### src/rtl/uart_rx_fifo.sv
// Receive-side FWFT byte buffer with per-byte parity/frame status and a sticky overflow flag.
// Optional host-interrupt watermark output is built when UART_RX_FIFO_WATERMARK_EN is defined.
module uart_rx_fifo #(
   parameter int DATA_W = 8,
   parameter int DEPTH  = 16
`ifdef UART_RX_FIFO_WATERMARK_EN
   ,parameter int WATERMARK = DEPTH - 4
`endif
) (
   input  logic                       clk,
   input  logic                       reset,
   input  logic                       wr_valid,
   input  logic [DATA_W-1:0]          wr_data,
   input  logic                       wr_parity_err,
   input  logic                       wr_frame_err,
   input  logic                       rd_en,
   output logic [DATA_W-1:0]          rd_data,
   output logic                       rd_parity_err,
   output logic                       rd_frame_err,
   output logic                       rd_valid,
   output logic                       empty,
   output logic                       full,
   output logic [$clog2(DEPTH):0]     count,
   output logic                       overflow,
   input  logic                       overflow_clr
`ifdef UART_RX_FIFO_WATERMARK_EN
   ,output logic                      watermark
`endif
);

   localparam int AW = $clog2(DEPTH);
   localparam int EW = DATA_W + 2;

   // Entry layout: {frame_err, parity_err, data}
   logic [EW-1:0] mem_r [DEPTH];
   logic [AW:0]   wr_ptr_r;
   logic [AW:0]   rd_ptr_r;
   logic          overflow_r;

   logic          empty_s;
   logic          full_s;
   logic          wr_accept_s;
   logic          rd_accept_s;
   logic          ovf_set_s;
   logic [EW-1:0] head_s;

   assign empty_s     = (wr_ptr_r == rd_ptr_r);
   assign full_s      = (wr_ptr_r[AW] != rd_ptr_r[AW]) &&
                        (wr_ptr_r[AW-1:0] == rd_ptr_r[AW-1:0]);
   // A pop on a full FIFO frees the slot the incoming byte lands in.
   assign wr_accept_s = wr_valid && (!full_s || rd_en);
   assign rd_accept_s = rd_en && !empty_s;
   assign ovf_set_s   = wr_valid && full_s && !rd_en;
   assign head_s      = mem_r[rd_ptr_r[AW-1:0]];

   // Storage array write; contents intentionally survive reset.
   always_ff @(posedge clk) begin
      if (wr_accept_s) begin
         mem_r[wr_ptr_r[AW-1:0]] <= {wr_frame_err, wr_parity_err, wr_data};
      end
   end

   // Write and read pointer registers.
   always_ff @(posedge clk) begin
      if (reset) begin
         wr_ptr_r <= '0;
         rd_ptr_r <= '0;
      end else begin
         if (wr_accept_s) begin
            wr_ptr_r <= wr_ptr_r + (AW+1)'(1);
         end
         if (rd_accept_s) begin
            rd_ptr_r <= rd_ptr_r + (AW+1)'(1);
         end
      end
   end

   // Sticky overflow; a new drop in the clear cycle keeps it set.
   always_ff @(posedge clk) begin
      if (reset) begin
         overflow_r <= 1'b0;
      end else if (ovf_set_s) begin
         overflow_r <= 1'b1;
      end else if (overflow_clr) begin
         overflow_r <= 1'b0;
      end
   end

   // Head-of-queue presentation, forced to zero while empty.
   always_comb begin
      rd_data       = '0;
      rd_parity_err = 1'b0;
      rd_frame_err  = 1'b0;
      if (empty_s) begin
         rd_data       = '0;
         rd_parity_err = 1'b0;
         rd_frame_err  = 1'b0;
      end else begin
         rd_data       = head_s[DATA_W-1:0];
         rd_parity_err = head_s[DATA_W];
         rd_frame_err  = head_s[DATA_W+1];
      end
   end

   assign rd_valid = !empty_s;
   assign empty    = empty_s;
   assign full     = full_s;
   assign count    = wr_ptr_r - rd_ptr_r;
   assign overflow = overflow_r;

`ifdef UART_RX_FIFO_WATERMARK_EN
   logic watermark_r;

   // Registered occupancy threshold used as the host interrupt.
   always_ff @(posedge clk) begin
      if (reset) begin
         watermark_r <= 1'b0;
      end else begin
         watermark_r <= (count >= (AW+1)'(WATERMARK));
      end
   end

   assign watermark = watermark_r;
`endif

endmodule
### config.mk
export PLATFORM = sky130hd
export DESIGN_NAME = uart_rx_fifo
export DESIGN_NICKNAME = d
export VERILOG_FILES = /design/src/rtl/uart_rx_fifo.sv
export SDC_FILE = /design/constraint.sdc
export NUM_CORES = 1
export LEC_CHECK = 0
export ABC_AREA = 1
export CAP_MARGIN = 25
export CORE_ASPECT_RATIO = 2
export CORE_MARGIN = 1
export CORE_UTILIZATION = 40
export DETAILED_ROUTE_END_ITERATION = 16
export PLACE_DENSITY = 0.67
export SYNTH_ARGS = -nofsm -noshare
export SYNTH_HDL_FRONTEND = slang
export SYNTH_SLANG_ARGS = --single-unit
### constraint.sdc
create_clock -name clk -period 3.17 [get_ports clk]
set_input_delay 0.4755 -clock clk [delete_from_list [all_inputs] [get_ports clk]]
set_output_delay 0.4755 -clock clk [all_outputs]
set_load 0.01 [all_outputs]
==> metrics.md <==
| Metric | Value |
|---|---|
| Total vias in the final route | 4,971 |
| DPL Wire Length | 11.8 mm |
| Leakage power | 3.22 nW |
| Power density over the cells | 653 nW/um2 |
| Period utilisation layout | 0.964 |
| Failing checks | design-rule violations |
| Global-route wire length before repair | 27.4 mm |
| Post-Place Setup Slack | 366 ps |
| Worst Path Class, Setup | flop to primary output |
| Outcome | finished, violations left |
| Max rail drop VDD | around 0.34 mV |
| Violation count after the first detailed-routing iteration | 297 |
| Total design power | 5.71 mW |
| Synthesized netlist net count | slightly below 700 |
| Largest cells by area after synthesis | sky130_fd_sc_hd__edfxtp_1, sky130_fd_sc_hd__nand2_1, sky130_fd_sc_hd__nand3_1 |
| Delay of the slowest cell on the worst path | 550 ps |
| Max Root-Sink Buffers | 2 |
| Post-synthesis to final-layout area growth | 18.2% |
| Detail-routed via count per cell | 5.31 |
| Crit path max fanout | 6 |
| Max Cap Violations | 0 |
| Worst hold path type | flop to flop |
| Number of instances in the synthesized netlist | 660 |
| Global-route total usage across every layer | 0.194 |
| Type of destination of the critical path | primary output |
| Die area | 19,100 um2 |
| Sinks on Clock Net | 175 |
| Weighted congestion reported at the end of routability-driven placement | approximately 0.83 |
| Synth Cell Area | about 7400 um2 |
| Layout cells sized above 1 | 0.130 |
| Number of global-route vias before repair | 5,111 |
| Slowest cell on crit path | sky130_fd_sc_hd__clkdlybuf4s50_1 |
| I/O Buffers | 33 |
| Number of nets with antenna violations after routing | 0 |
| Yosys reg bits | 175 |
| Width of the chip | 98.1 um |
| Number of distinct library cells after synthesis | 31 |
| Height of the chip | between 150 and 200 um |
| Initial cell density of the core | 0.406 |
| Number of pins with negative max-slew slack in the final report | 0 |
| Startpoint class of the critical path | flop |
| Number of CTS-inserted buffers | 17 |
| Final hold viol count | 0 |
| Register-to-Register Setup Slack | ~740 ps |
| Initial antenna violation count | 0 |
| Skew final | 6.64 ps |
| Final setup TNS | 0 ps |
| Grt ovf | 0 |
| Arr. time, crit path | 2580 ps |
| Required time of the critical path | 2690 ps |
| Cell Rows | 70 |
| Count of synthesis-stage warnings from yosys | 0 |
| Clock-pin slew on the worst setup and hold paths | 70 ps |
| Clock latency at the later pin of the worst-skew pair | 420 ps |
| Final #Nets | about 730 |
| Final-layout worst hold slack | approximately 470 ps |
| List of cells traversed by the critical path | inv_1, ha_1, nand2_1, nor2_1, nand2_2, clkinvlp_4, buf_4, a21oi_1, clkdlybuf4s50_1 |
| Final critical delay including setup and external delays | 3060 ps |
| Total wire length | between 15 and 20 mm |
| Leading cell type in the layout, fill and taps excluded | sky130_fd_sc_hd__nand2_1 |
| Synthesized area divided by synthesized cell count | 11.2 um2 |
| Commonest non-fill, non-tap cells in the layout | sky130_fd_sc_hd__nand2_1, sky130_fd_sc_hd__edfxtp_1, sky130_fd_sc_hd__nand3_1 |
| Total iterations of the first detailed-routing run | 11 |
| Part of the Yosys area used for sequential elements | 0.691 |
| RSZ-0062 raised after global routing | true |
| Clock tree from TritonCTS | yes |
| Maximum number of pins on one net before global-route repair | 49 |
| Level count of the clock H-tree | 4 |
| Remaining DRCs | 2 |
| Maximum clock frequency | 327 MHz |
| Hold buffer count at CTS | 0 |
| I/O pin count | 34 |
| Fraction of post-synthesis cell area in the top cell type by area | 0.650 |
| Setup slack of the critical path after layout | 114 ps |
| Number of antenna diodes | 0 |
| Utilization of the core after routing | 0.480 |
| Total setup violations reported at the end of the flow | 0 |
| Core area | around 18,000 um2 |
| Worst-Margin Slew | 692 ps |
| Wire length per cell after detailed routing | about 19 um |
| Leading area contributor after synthesis | sky130_fd_sc_hd__edfxtp_1 |
| Clock root buffer master | sky130_fd_sc_hd__clkbuf_16 |
| Worst rel slew slack | 0.537 |
==> what timing repair did <==
action / 4_1_cts / 5_1_grt
gates cloned: 1 / 0
endpoints found under the setup margin: 6 / 8
buffers inserted: 3 / 2
gates resized for setup: 7 / 7
pin swaps: 0 / 0
==> final cells by class <==
class                   instances  area (um2)
flip-flops and latches        175        5110
repair inverters                1        7.51
fillers                      1624        9480
clock inverters                14         165
well taps                     216         270
clock buffers                  18         439
inverters                      21        88.8
repair buffers                 63         602
multi-input cells             429        2050
==> cell usage after synthesis <==
| cell | instances |
|---|---|
| sky130_fd_sc_hd__nand2_1 | 217 |
| sky130_fd_sc_hd__edfxtp_1 | 160 |
| sky130_fd_sc_hd__nand3_1 | 131 |
| sky130_fd_sc_hd__a21oi_1 | 20 |
| sky130_fd_sc_hd__buf_2 | 20 |
| sky130_fd_sc_hd__nor2_1 | 20 |
| sky130_fd_sc_hd__inv_1 | 17 |
| sky130_fd_sc_hd__dfxtp_1 | 15 |
| sky130_fd_sc_hd__clkbuf_1 | 10 |
| sky130_fd_sc_hd__ha_1 | 9 |
| sky130_fd_sc_hd__nand2_2 | 7 |
| sky130_fd_sc_hd__xor2_1 | 6 |
| sky130_fd_sc_hd__a21oi_2 | 3 |
| sky130_fd_sc_hd__buf_1 | 3 |
| sky130_fd_sc_hd__nor3_1 | 3 |
| sky130_fd_sc_hd__inv_2 | 2 |
| sky130_fd_sc_hd__o21ai_2 | 2 |
| sky130_fd_sc_hd__xnor2_1 | 2 |
| sky130_fd_sc_hd__buf_4 | 1 |
| sky130_fd_sc_hd__buf_6 | 1 |
| sky130_fd_sc_hd__clkinv_1 | 1 |
| sky130_fd_sc_hd__fa_1 | 1 |
| sky130_fd_sc_hd__inv_4 | 1 |
| sky130_fd_sc_hd__nand2_4 | 1 |
| sky130_fd_sc_hd__nand2_8 | 1 |
| sky130_fd_sc_hd__nand3b_1 | 1 |
| sky130_fd_sc_hd__nand4_1 | 1 |
| sky130_fd_sc_hd__nor2_4 | 1 |
| sky130_fd_sc_hd__nor3_2 | 1 |
| sky130_fd_sc_hd__o21ai_0 | 1 |
| sky130_fd_sc_hd__xnor2_2 | 1 |
==> routing by layer <==
layer  share of wire  wire length [um]  GRT usage  vias up
li1                -                 -          -     2378
met5               0                 0          0        -
met2            0.58             10200      0.375      127
met3           0.036               631     0.0299       36
met4           0.034               599      0.103        0
met1            0.35              6070      0.194     2430
==> cells by family after synthesis <==
| kind of cell | count (synthesis) | synth area share |
|---|---|---|
| AOI/OAI and AO/OA | 26 | 0.0201 |
| xor gates and xnor gates | 9 | 0.0117 |
| adders and majority gates | 10 | 0.0179 |
| buffers and inverters | 56 | 0.0337 |
| DFF | 175 | 0.691 |
| and+or+nand+nor | 384 | 0.226 |
==> stage by stage <==
step | cells | area [um2]
floorplan | 660 | 7390
global placement | 899 | 8040
detailed placement | 899 | 8040
CTS | 935 | 8710
global route | 937 | 8740
finish | 937 | 8740
==> critical path: cells and delay by family (launching register included) <==
| kind | cells | cell delay [ps] |
|---|---|---|
| fa+ha+maj | 1 | 320 |
| buf+inv | 4 | 1110 |
| simple gates | 3 | 230 |
| compound gates | 1 | 120 |
| flops | 1 | 360 |
==> state kept, by name, indices dropped and copies added (netlist names), named ones only <==
signal / cells
overflow: 1
rd_ptr_r: 5
wr_ptr_r: 5
mem_r: 160
==> worst paths after layout <==
check / from / to / cells past startpoint
min reg2reg: overflow / overflow / 2
max reg2reg: rd_ptr_r[1] / mem_r[12][9] / 10
min: overflow / overflow / 2
max: rd_ptr_r[1] / rd_data[6] / 9
==> power breakdown <==
part	total (mW)	switching, mW	internal, mW	leakage (nW)
Combinational	1.01	0.612	0.396	1.35
Sequential	2.59	0.0321	2.56	1.57
Clock	2.11	0.853	1.26	0.296
Power figures use the tool's default switching activity.
